## src/rtl/writeback_arbiter_pkg.sv

```systemverilog
// Shared definitions for the register-file writeback arbiter.
//   ADDR_W / DATA_W : default register index and data widths
//   wb_req_t        : one regfile write request {we, rd, data}
//   R0              : index of the hard-wired zero register
package writeback_arbiter_pkg;

    localparam int unsigned ADDR_W = 5;
    localparam int unsigned DATA_W = 32;
    localparam int unsigned R0     = 0;

    typedef struct packed {
        logic              we;
        logic [ADDR_W-1:0] rd;
        logic [DATA_W-1:0] data;
    } wb_req_t;

endpackage

```

## src/rtl/writeback_arbiter_md_result_fifo.sv

```systemverilog
// Small in-order FIFO holding multdiv results that could not use the write
// port immediately. Each entry carries a killed flag so a younger pipeline
// write to the same register can cancel it without reordering the queue.
//   clk_i, rst_ni     : clock, asynchronous active-low reset
//   push_i            : enqueue {push_rd_i, push_data_i}, killed if push_killed_i
//   pop_i             : drop the head entry
//   kill_en_i/rd_i    : mark every queued entry targeting kill_rd_i as killed
//   head_*_o          : head entry view (head_valid_o = FIFO non-empty)
//   ready_o           : count < DEPTH
//   live_mask_o       : one-hot OR of rd over valid, unkilled entries
module md_result_fifo
    import writeback_arbiter_pkg::*;
#(
    parameter int unsigned DEPTH  = 2,
    parameter int unsigned DATA_W = 32,
    parameter int unsigned ADDR_W = 5
) (
    input  logic              clk_i,
    input  logic              rst_ni,
    input  logic              push_i,
    input  logic              push_killed_i,
    input  logic [ADDR_W-1:0] push_rd_i,
    input  logic [DATA_W-1:0] push_data_i,
    input  logic              pop_i,
    input  logic              kill_en_i,
    input  logic [ADDR_W-1:0] kill_rd_i,
    output logic              head_valid_o,
    output logic              head_killed_o,
    output logic [ADDR_W-1:0] head_rd_o,
    output logic [DATA_W-1:0] head_data_o,
    output logic              ready_o,
    output logic [31:0]       live_mask_o
);

    localparam int unsigned PtrW = (DEPTH > 1) ? $clog2(DEPTH) : 1;
    localparam int unsigned CntW = $clog2(DEPTH + 1);
    localparam logic [PtrW-1:0] PtrLast = PtrW'(DEPTH - 1);
    localparam logic [CntW-1:0] CntFull = CntW'(DEPTH);

    logic [DEPTH-1:0]             valid_q, valid_d;
    logic [DEPTH-1:0]             killed_q, killed_d;
    logic [DEPTH-1:0][ADDR_W-1:0] rd_q, rd_d;
    logic [DEPTH-1:0][DATA_W-1:0] data_q, data_d;
    logic [PtrW-1:0]              head_q, head_d;
    logic [PtrW-1:0]              tail_q, tail_d;
    logic [CntW-1:0]              count_q, count_d;
    logic                         do_push, do_pop;

    assign do_push = push_i && (count_q < CntFull);
    assign do_pop  = pop_i && (count_q != '0);

    always_comb begin
        valid_d  = valid_q;
        killed_d = killed_q;
        rd_d     = rd_q;
        data_d   = data_q;
        head_d   = head_q;
        tail_d   = tail_q;
        count_d  = count_q + CntW'(do_push) - CntW'(do_pop);

        if (kill_en_i) begin
            for (int i = 0; i < DEPTH; i++) begin
                if (valid_q[i] && (rd_q[i] == kill_rd_i)) begin
                    killed_d[i] = 1'b1;
                end
            end
        end

        if (do_pop) begin
            valid_d[head_q]  = 1'b0;
            killed_d[head_q] = 1'b0;
            head_d           = (head_q == PtrLast) ? '0 : head_q + 1'b1;
        end

        // Push never lands on the head slot being popped: push needs a free
        // slot and pop needs an occupied one, so they index different entries.
        if (do_push) begin
            valid_d[tail_q]  = 1'b1;
            killed_d[tail_q] = push_killed_i;
            rd_d[tail_q]     = push_rd_i;
            data_d[tail_q]   = push_data_i;
            tail_d           = (tail_q == PtrLast) ? '0 : tail_q + 1'b1;
        end
    end

    always_ff @(posedge clk_i or negedge rst_ni) begin
        if (!rst_ni) begin
            valid_q  <= '0;
            killed_q <= '0;
            rd_q     <= '0;
            data_q   <= '0;
            head_q   <= '0;
            tail_q   <= '0;
            count_q  <= '0;
        end else begin
            valid_q  <= valid_d;
            killed_q <= killed_d;
            rd_q     <= rd_d;
            data_q   <= data_d;
            head_q   <= head_d;
            tail_q   <= tail_d;
            count_q  <= count_d;
        end
    end

    assign head_valid_o  = (count_q != '0);
    assign head_killed_o = killed_q[head_q];
    assign head_rd_o     = rd_q[head_q];
    assign head_data_o   = data_q[head_q];
    assign ready_o       = (count_q < CntFull);

    always_comb begin
        live_mask_o = '0;
        for (int i = 0; i < DEPTH; i++) begin
            if (valid_q[i] && !killed_q[i]) begin
                for (int r = R0 + 1; r < 32; r++) begin
                    if (rd_q[i] == ADDR_W'(r)) begin
                        live_mask_o[r] = 1'b1;
                    end
                end
            end
        end
    end

endmodule

```

## src/rtl/writeback_arbiter.sv

```systemverilog
// Owner of the register file's single write port. The W-stage write always
// wins; multdiv results either bypass straight to the port (FIFO empty, port
// free) or wait in md_result_fifo. busy_mask flags registers with pending
// queued writes so the hazard unit can stall readers.
//   clock, ctrl_reset_n          : clock, asynchronous active-low reset
//   pipe_we/pipe_rd/pipe_data    : W-stage write request
//   md_valid/md_rd/md_data       : multdiv result offer, md_ready handshake
//   wb_we/wb_rd/wb_data          : regfile write controls
//   busy_mask                    : registers targeted by live queued entries
module writeback_arbiter
    import writeback_arbiter_pkg::*;
#(
    parameter int unsigned DEPTH  = 2,
    parameter int unsigned DATA_W = writeback_arbiter_pkg::DATA_W,
    parameter int unsigned ADDR_W = writeback_arbiter_pkg::ADDR_W
) (
    input  logic              clock,
    input  logic              ctrl_reset_n,
    input  logic              pipe_we,
    input  logic [ADDR_W-1:0] pipe_rd,
    input  logic [DATA_W-1:0] pipe_data,
    input  logic              md_valid,
    input  logic [ADDR_W-1:0] md_rd,
    input  logic [DATA_W-1:0] md_data,
    output logic              md_ready,
    output logic              wb_we,
    output logic [ADDR_W-1:0] wb_rd,
    output logic [DATA_W-1:0] wb_data,
    output logic [31:0]       busy_mask
);

    localparam logic [ADDR_W-1:0] RegZero = ADDR_W'(R0);

    logic              pipe_live;
    logic              md_xfer;
    logic              bypass;
    logic              fifo_push, fifo_pop, fifo_ready;
    logic              head_valid, head_killed;
    logic [ADDR_W-1:0] head_rd;
    logic [DATA_W-1:0] head_data;
    logic [31:0]       live_mask;

    assign pipe_live = pipe_we && (pipe_rd != RegZero);
    // Readiness comes from registered occupancy only, never from a same-cycle pop.
    assign md_ready  = fifo_ready && ctrl_reset_n;
    assign md_xfer   = md_valid && md_ready;

    always_comb begin
        wb_we    = 1'b0;
        wb_rd    = '0;
        wb_data  = '0;
        fifo_pop = 1'b0;
        bypass   = 1'b0;
        if (ctrl_reset_n) begin
            if (pipe_live) begin
                wb_we   = 1'b1;
                wb_rd   = pipe_rd;
                wb_data = pipe_data;
            end else if (head_valid) begin
                // A killed head still takes its turn, just without writing.
                fifo_pop = 1'b1;
                wb_we    = !head_killed;
                wb_rd    = head_rd;
                wb_data  = head_data;
            end else if (md_xfer) begin
                bypass = 1'b1;
                if (md_rd != RegZero) begin
                    wb_we   = 1'b1;
                    wb_rd   = md_rd;
                    wb_data = md_data;
                end
            end
        end
    end

    // r0 results are accepted on the handshake but never stored.
    assign fifo_push = md_xfer && !bypass && (md_rd != RegZero);

    md_result_fifo #(
        .DEPTH  (DEPTH),
        .DATA_W (DATA_W),
        .ADDR_W (ADDR_W)
    ) u_fifo (
        .clk_i         (clock),
        .rst_ni        (ctrl_reset_n),
        .push_i        (fifo_push),
        .push_killed_i (pipe_live && (md_rd == pipe_rd)),
        .push_rd_i     (md_rd),
        .push_data_i   (md_data),
        .pop_i         (fifo_pop),
        .kill_en_i     (pipe_live),
        .kill_rd_i     (pipe_rd),
        .head_valid_o  (head_valid),
        .head_killed_o (head_killed),
        .head_rd_o     (head_rd),
        .head_data_o   (head_data),
        .ready_o       (fifo_ready),
        .live_mask_o   (live_mask)
    );

    assign busy_mask = ctrl_reset_n ? live_mask : '0;

endmodule
```

## config.mk

```make
export PLATFORM = sky130hd
export DESIGN_NAME = writeback_arbiter
export DESIGN_NICKNAME = d
export VERILOG_FILES = /design/src/rtl/writeback_arbiter_pkg.sv /design/src/rtl/writeback_arbiter_md_result_fifo.sv /design/src/rtl/writeback_arbiter.sv
export SDC_FILE = /design/constraint.sdc
export NUM_CORES = 1
export LEC_CHECK = 0
export ABC_CLOCK_PERIOD_IN_PS = 4000
export BUFFER_PORTS_ARGS = -buffer_cell sky130_fd_sc_hd__buf_2
export CAP_MARGIN = 20
export CORE_ASPECT_RATIO = 0.5
export CORE_UTILIZATION = 55
export DETAILED_ROUTE_END_ITERATION = 10
export PLACE_DENSITY_LB_ADDON = 0.12
export SYNTH_ARGS = -nofsm -noshare
export SYNTH_HDL_FRONTEND = slang
export SYNTH_SLANG_ARGS = --single-unit
export TNS_END_PERCENT = 30
```

## constraint.sdc

```tcl
create_clock -name clock -period 4 [get_ports clock]
set_input_delay 0.2 -clock clock [delete_from_list [all_inputs] [get_ports clock]]
set_output_delay 0.2 -clock clock [all_outputs]
set_load 0.02 [all_outputs]
```

## Word level (Yosys, flattened, before mapping)

Cells that the tools add are included.

- Output and inout port bits: 71
- ROM bits: 0
- RAM bits: 0
- Bits in latches: 0
- Input bits: 78
- Register bits after elaboration: 82
- Logic and storage cells: 221
- Memories kept: 0

- Shift operators: 0
- Divide/modulo/power cells: 0
- $mul: 0
- Mux-type cells: 113
- Reduce and logical (&&, ||, !) cells: 21
- Order comparisons: 5
- Add/sub/neg operators: 4
- Equality and inequality tests: 65
- Bitwise gates (word level): 4

Operators with widths:

| kind | count |
|---|---|
| 2-to-1 mux 32 bit | 9 |
| equality test 5 bit, second input constant | 32 |
| 2-to-1 mux 1 bit | 82 |
| equality test 5 x 4 -> 1 bit, second input constant | 16 |
| bitwise mux 64 bit | 1 |
| 2-to-1 mux 31 bit | 2 |
| equality test 5 x 3 -> 1 bit, second input constant | 8 |
| 2-to-1 mux 5 bit | 8 |
| demux 32 bit (select 1 bit) | 1 |
| equality test 5 x 2 -> 1 bit, second input constant | 4 |
| equality test 5 bit | 3 |
| logical AND 1 bit | 14 |
| bitwise mux 10 bit | 1 |
| equality test 5 x 1 -> 1 bit, second input constant | 2 |
| 2-to-1 mux 2 bit | 5 |
| nonzero test 5 bit | 2 |
| demux 5 bit (select 1 bit) | 1 |
| AND 2 bit | 2 |
| logical NOT 1 bit | 4 |
| less-than comparator 1 x 2 -> 1 bit, second input constant | 2 |
| adder 1 bit, second input constant | 2 |
| adder 2 x 1 -> 2 bit | 1 |
| bitwise mux 2 bit | 1 |
| demux 1 bit (select 1 bit) | 2 |
| 6 further kinds | 7 |

## Longest topological paths before layout

- Depth in word-level cells: 13
- Mapped depth: 7
- Depth with buffers taken out: 5

## Modules after synthesis

From an unflattened synthesis, not the netlist that was laid out.

- Cell total of the unflattened synthesis: 724
- Area, all modules: 5,933.2 um2

By module, submodules not included:

| module | cells an instance | seq. area each (um2) | area each (um2) | times used |
|---|---|---|---|---|
| md_result_fifo | 487 | 2,052.0 | 4,175.3 | 1 |
| writeback_arbiter | 237 | 0.0 | 1,757.9 | 1 |

## Worst setup path before layout

OpenSTA, ideal clock, no wires.

- Path kind: register to output
- Start point: register u_fifo.count_q[1]
- End point: output port wb_data[16]
- Stages on the path, launching flop included: 8
- Arrival time: 1,848 ps
- Path buffers: 3
- Slack: 1,952 ps
- Data required time: 3,800 ps
- Cell sequence: dfrtp_1 -> clkbuf_1 -> nor3_1 -> nor2b_1 -> clkbuf_1 -> buf_2 -> a21oi_1 -> nor2_1

- Word-level cells in the longest chain between the ends: 7
- Elaborated cells on any way between the ends: 8
- Those cells by class: 1 x order compare; 4 x mux; 3 x reduce/logical

Ends and longest elaborated chain:

| item | RTL line | RTL |
|---|---|---|
| start, declared | writeback_arbiter_md_result_fifo.sv:46 | `logic [CntW-1:0] count_q, count_d;` |
| start signal, assigned | writeback_arbiter_md_result_fifo.sv:102 | `count_q <= count_d;` |
| less-than comparator 2 bit | writeback_arbiter_md_result_fifo.sv:110 | `assign ready_o = (count_q < CntFull);` |
| logical AND 1 bit | writeback_arbiter.sv:45 | `assign md_ready = fifo_ready && ctrl_reset_n;` |
| logical AND 1 bit | writeback_arbiter.sv:46 | `assign md_xfer = md_valid && md_ready;` |
| 2-to-1 mux 32 bit | writeback_arbiter.sv:65 | `end else if (md_xfer) begin` |
| 2-to-1 mux 32 bit * | writeback_arbiter.sv:59 | `end else if (head_valid) begin` |
| 2-to-1 mux 32 bit * | writeback_arbiter.sv:55 | `if (pipe_live) begin` |
| 2-to-1 mux 32 bit * | writeback_arbiter.sv:54 | `if (ctrl_reset_n) begin` |
| end, declared | writeback_arbiter.sv:28 | `output logic [DATA_W-1:0] wb_data,` |

Every way passes the cells marked *; elsewhere a longest branch is shown, timed or not.

## Worst setup path in the final report

- Start point: input port ctrl_reset_n
- End point: output port wb_data[28]

- Word-level cells in the longest chain between the ends: 6

Ends and longest elaborated chain:

| item | RTL line | RTL |
|---|---|---|
| start, declared | writeback_arbiter.sv:18 | `input logic ctrl_reset_n,` |
| logical AND 1 bit | writeback_arbiter.sv:45 |  |
| logical AND 1 bit | writeback_arbiter.sv:46 |  |
| 2-to-1 mux 32 bit | writeback_arbiter.sv:65 |  |
| 2-to-1 mux 32 bit | writeback_arbiter.sv:59 |  |
| 2-to-1 mux 32 bit | writeback_arbiter.sv:55 |  |
| 2-to-1 mux 32 bit * | writeback_arbiter.sv:54 |  |

Marks and branches as above.

==> flow_results.org <==
** Floorplanning
- Core area :: 9009 µm²
- Once the floorplan was initialized, standard cells occupied 58.58% of the core.
- I/O pins :: 149
- DIE AREA :: 10010 µm²
- The floorplan step set the die width to 140.5 µm.
- The initialized floorplan defines 24 standard-cell rows.
- In this run the vertical extent of the chip is 71.27 µm.

** Yosys
- For this run, asynchronously set or reset flops after synthesis account for 100.0%.
- Summed over all instances, the cell type with the most area after synthesis is dfrtp_1.
- Counting flops and latches in the post-synthesis netlist gives 82.
- Portion of synthesized cell area occupied by the leading cell type :: 38.88%
- Ranked by total cell area, the synthesized netlist is headed by dfrtp_1 39%, mux2_2 12%, mux2i_1 7.2%, nor2_1 5.9%, mux2_4 5.1%.
- Post-synth EDFFs :: 0
- The synthesized netlist occupies a cell area of 5278 µm².
- Nets in the synthesized netlist :: 632
- Distinct cells, synth :: 47
- Synthesized instance count :: 554
- Most instantiated flip-flop cell in the synthesis netlist :: dfrtp_1
- The Yosys step of the flow raised 0 warnings.
- Summing the sequential cell areas from Yosys gives 38.88% of the chip area.
- In this run the mean area of a mapped cell was 9.526 µm².

** Drt
- For this block, the routed nets add up to 13610 µm of wire.
- DRC violations left :: 0
- In the routed layout, each cell is associated on average with a via count of 5.733.
- For this block, the via count after detailed routing is 4598.
- In this run, the number of DRC markers left after iteration 0 of detailed routing was 333.
- In this run the remaining antenna-violating nets after routing total 0.
- Routed len/inst :: 16.97 µm
- The first detailed-routing pass ran for 5 iterations.

** Layout
- The repair_antennas step left the layout with diodes totalling 0.
- Commonest non-fill, non-tap cell in the layout :: buf_2
- Cells with a size suffix above 1 make up 38.25% of the layout.
- Multi-input combinational cell area :: 3053 µm²
- Area growth syn-to-layout :: 21.08%
- Final Core Density :: 70.93%
- Summing all flip-flop and latch instances after layout gives 2053 µm².
- The library cells used most frequently in the layout, excluding fill and tap cells, are 146 x buf_2, 82 x nor2_1, 81 x dfrtp_1.
- Final design instance area without fill :: 6390 µm²
- Filler Cells Inserted :: 700
- The final layout contains 758 nets.

** GRT
- Most utilized layer in the global route result :: met2
- The first global-routing pass estimated 22180 µm of wire.
- Global-route total usage across every layer :: 28.53%
- The number of antenna violations at the first check in global routing was 0.
- Fraction of met1 tracks used by global routing :: 36.92%
- GR met2 Demand/Resource :: 49.28%
- Met3 layer usage reported by global route :: 6.016%
- Gr ovfl total :: 0
- Vias in the first global route :: 4412
- Maximum number of pins on one net before global-route repair :: 69

** Critical path
- The most critical setup path has its startpoint at ctrl_reset_n.
- The worst setup path is launched from a primary input.
- Capturing point of the worst reg2reg path :: u_fifo.rd_q[2]
- The most critical setup path has its endpoint at wb_data[28].
- Setup slack of the most critical reg-to-reg path :: 1.21 ns
- Data on the critical path arrives at its endpoint at 3.11 ns.
- The worst register-to-register path has a depth of 4.
- Setup Crit Path Kind :: primary input to output pin
- Beginning of the worst register-to-register path :: u_fifo.count_q[1]
- For the worst setup path, the data required time is 3.80 ns.
- Critical path endpoint category :: output pin
- In this run the worst path has a maximum fanout of 68.

** STA
- Minimum hold slack :: 0.1185 ns
- Between clock sinks in the finished design, the worst skew comes to 0.007933 ns.
- Static timing analysis puts the maximum clock frequency at 0.3022 GHz.
- Max-slew violation total from the final report :: 0
- The number of failing hold endpoints at the final stage came to 0.
- Worst-case headroom to the max-slew limit :: 25.26%
- After routing, the total negative slack on setup checks comes to 0 ns.
- Setup violations remaining at the end of the flow were counted as 0.
- RSZ-0062 raised after global routing :: no
- Dividing the final minimum period by the clock period gives 82.72%.
- Worst-Margin Slew :: 1.113 ns
- The smallest clock period supported by the final layout is computed as 3.309 ns.

** Clocking
- CTS placed an instance of clkbuf_16 at the clock tree root.
- TritonCTS built the clock tree.
- H-tree Lvls :: 3
- Number of instances resized during post-cts repair :: 0
- The later pin in the worst-skew pair is clocked with a latency of 0.34 ns.
- TritonCTS Sinks :: 82
- Clock tree synthesis inserted a total of 9 buffers.
- Clock-pin slew was measured on the worst setup and hold paths at 0.06 ns.
- Clock Path Buffers :: 2

** Job
- Reported max-cap violation count :: 0

** Status
- The run finished with clean final reports.

** Placement
- The HPWL after detailed placement is 9008 µm.
- Routability-driven placement finished with a final weighted congestion of 0.8933.
- Once placement finished, the instance area stood at 6058 µm².
- Input/output buffers :: 147

** Power
- Sum of internal, switching and leakage power :: 4.253 mW
- In this run the static leakage power is 2.978 nW.
- VDD sags by at most 0.3140 mV.
- Power Dens Cells :: 665.6 nW/µm²

** Hold path
- Hold crit path type :: primary input to flip-flop
-- power breakdown --
| part | leakage, nW | internal [mW] | switching, mW |
|---|---|---|---|
| clock network | 0.145 | 0.516 | 0.327 |
| registers | 1.00 | 1.23 | 0.384 |
| logic | 1.83 | 0.883 | 0.915 |
| total | 2.98 | 2.63 | 1.63 |
-- cell families (layout without fill, tap and decap cells) --
| family | after synthesis | count (layout) | synth area share (%) |
|---|---|---|---|
| flops | 82 | 82 | 38.88 |
| other cells | 1 | 1 | 0.07106 |
| compound gates | 129 | 129 | 14.89 |
| simple gates | 168 | 168 | 14.79 |
| xor+xnor | 16 | 16 | 2.655 |
| buf+inv | 44 | 175 | 4.007 |
| mux | 114 | 114 | 24.70 |
-- Yosys cell counts (3+ instances only) --
master    instances
a21oi_1          37
a22oi_1          10
a311oi_1          5
buf_2             7
buf_6             4
clkbuf_1         27
dfrtp_1          82
mux2_2           58
mux2_4           18
mux2i_1          38
nand2_1          30
nand2b_1          5
nand3_1          10
nor2_1           83
nor2b_1           6
nor3_1           11
o21ai_0          52
o22a_1           16
or2_2             3
or3_1             3
xnor2_1           9
xor2_1            7
-- metrics by stage --
stage,setup slack (ns),cells
after global placement,1.152,784
after floorplan,1.952,554
after global routing,0.1858,802
final,0.6912,802
after CTS,0.6434,801
after detailed placement,1.095,784
-- sequential cells by signal (all words and copies together), names as in the netlist --
signal and cells:
u_fifo.count_q 2, u_fifo.data_q 64, u_fifo.head_q 1, u_fifo.killed_q 2, u_fifo.rd_q 10, u_fifo.tail_q 1, u_fifo.valid_q 2
-- repair_timing --
action	in CTS	in global routing
buffers inserted	0	0
hold endpoints to repair	18	0
hold buffers	1	0
-- layout make-up --
type	count	share of cell area [%]
clock buffers	12	4.014
clock inverters	4	0.7832
inverters	2	0.1175
multi-input cells	428	47.78
flip-flops and latches	82	32.13
well taps	117	2.291
repair buffers	157	12.88
-- worst max-delay path, cell delays in order --
cell	delay (ns)
dlygate4sd3_1	0.53
buf_4	0.37
buf_4	0.73
nand3_1	0.66
o21ai_0	0.34
buf_2	0.22
-- metal layers --
layer | up-vias | routed length [µm]
met5 | - | 0
li1 | 2223 | -
met3 | 17 | 784
met2 | 124 | 6550
met1 | 2234 | 6126
met4 | 0 | 145
-- worst min path at each step --
stage	start	end	slack (ns)	cells past startpoint
final	md_data[13]	u_fifo.data_q[45]	0.12	2
after global routing	md_data[9]	u_fifo.data_q[41]	0.11	2
after CTS	md_data[17]	u_fifo.data_q[17]	0.11	2
after detailed placement	ctrl_reset_n	u_fifo.data_q[16]	0.15	1
after global placement	ctrl_reset_n	u_fifo.data_q[16]	0.14	1
after floorplan	ctrl_reset_n	u_fifo.count_q[0]	-0.1	0
(Power assumes the default switching activity.)
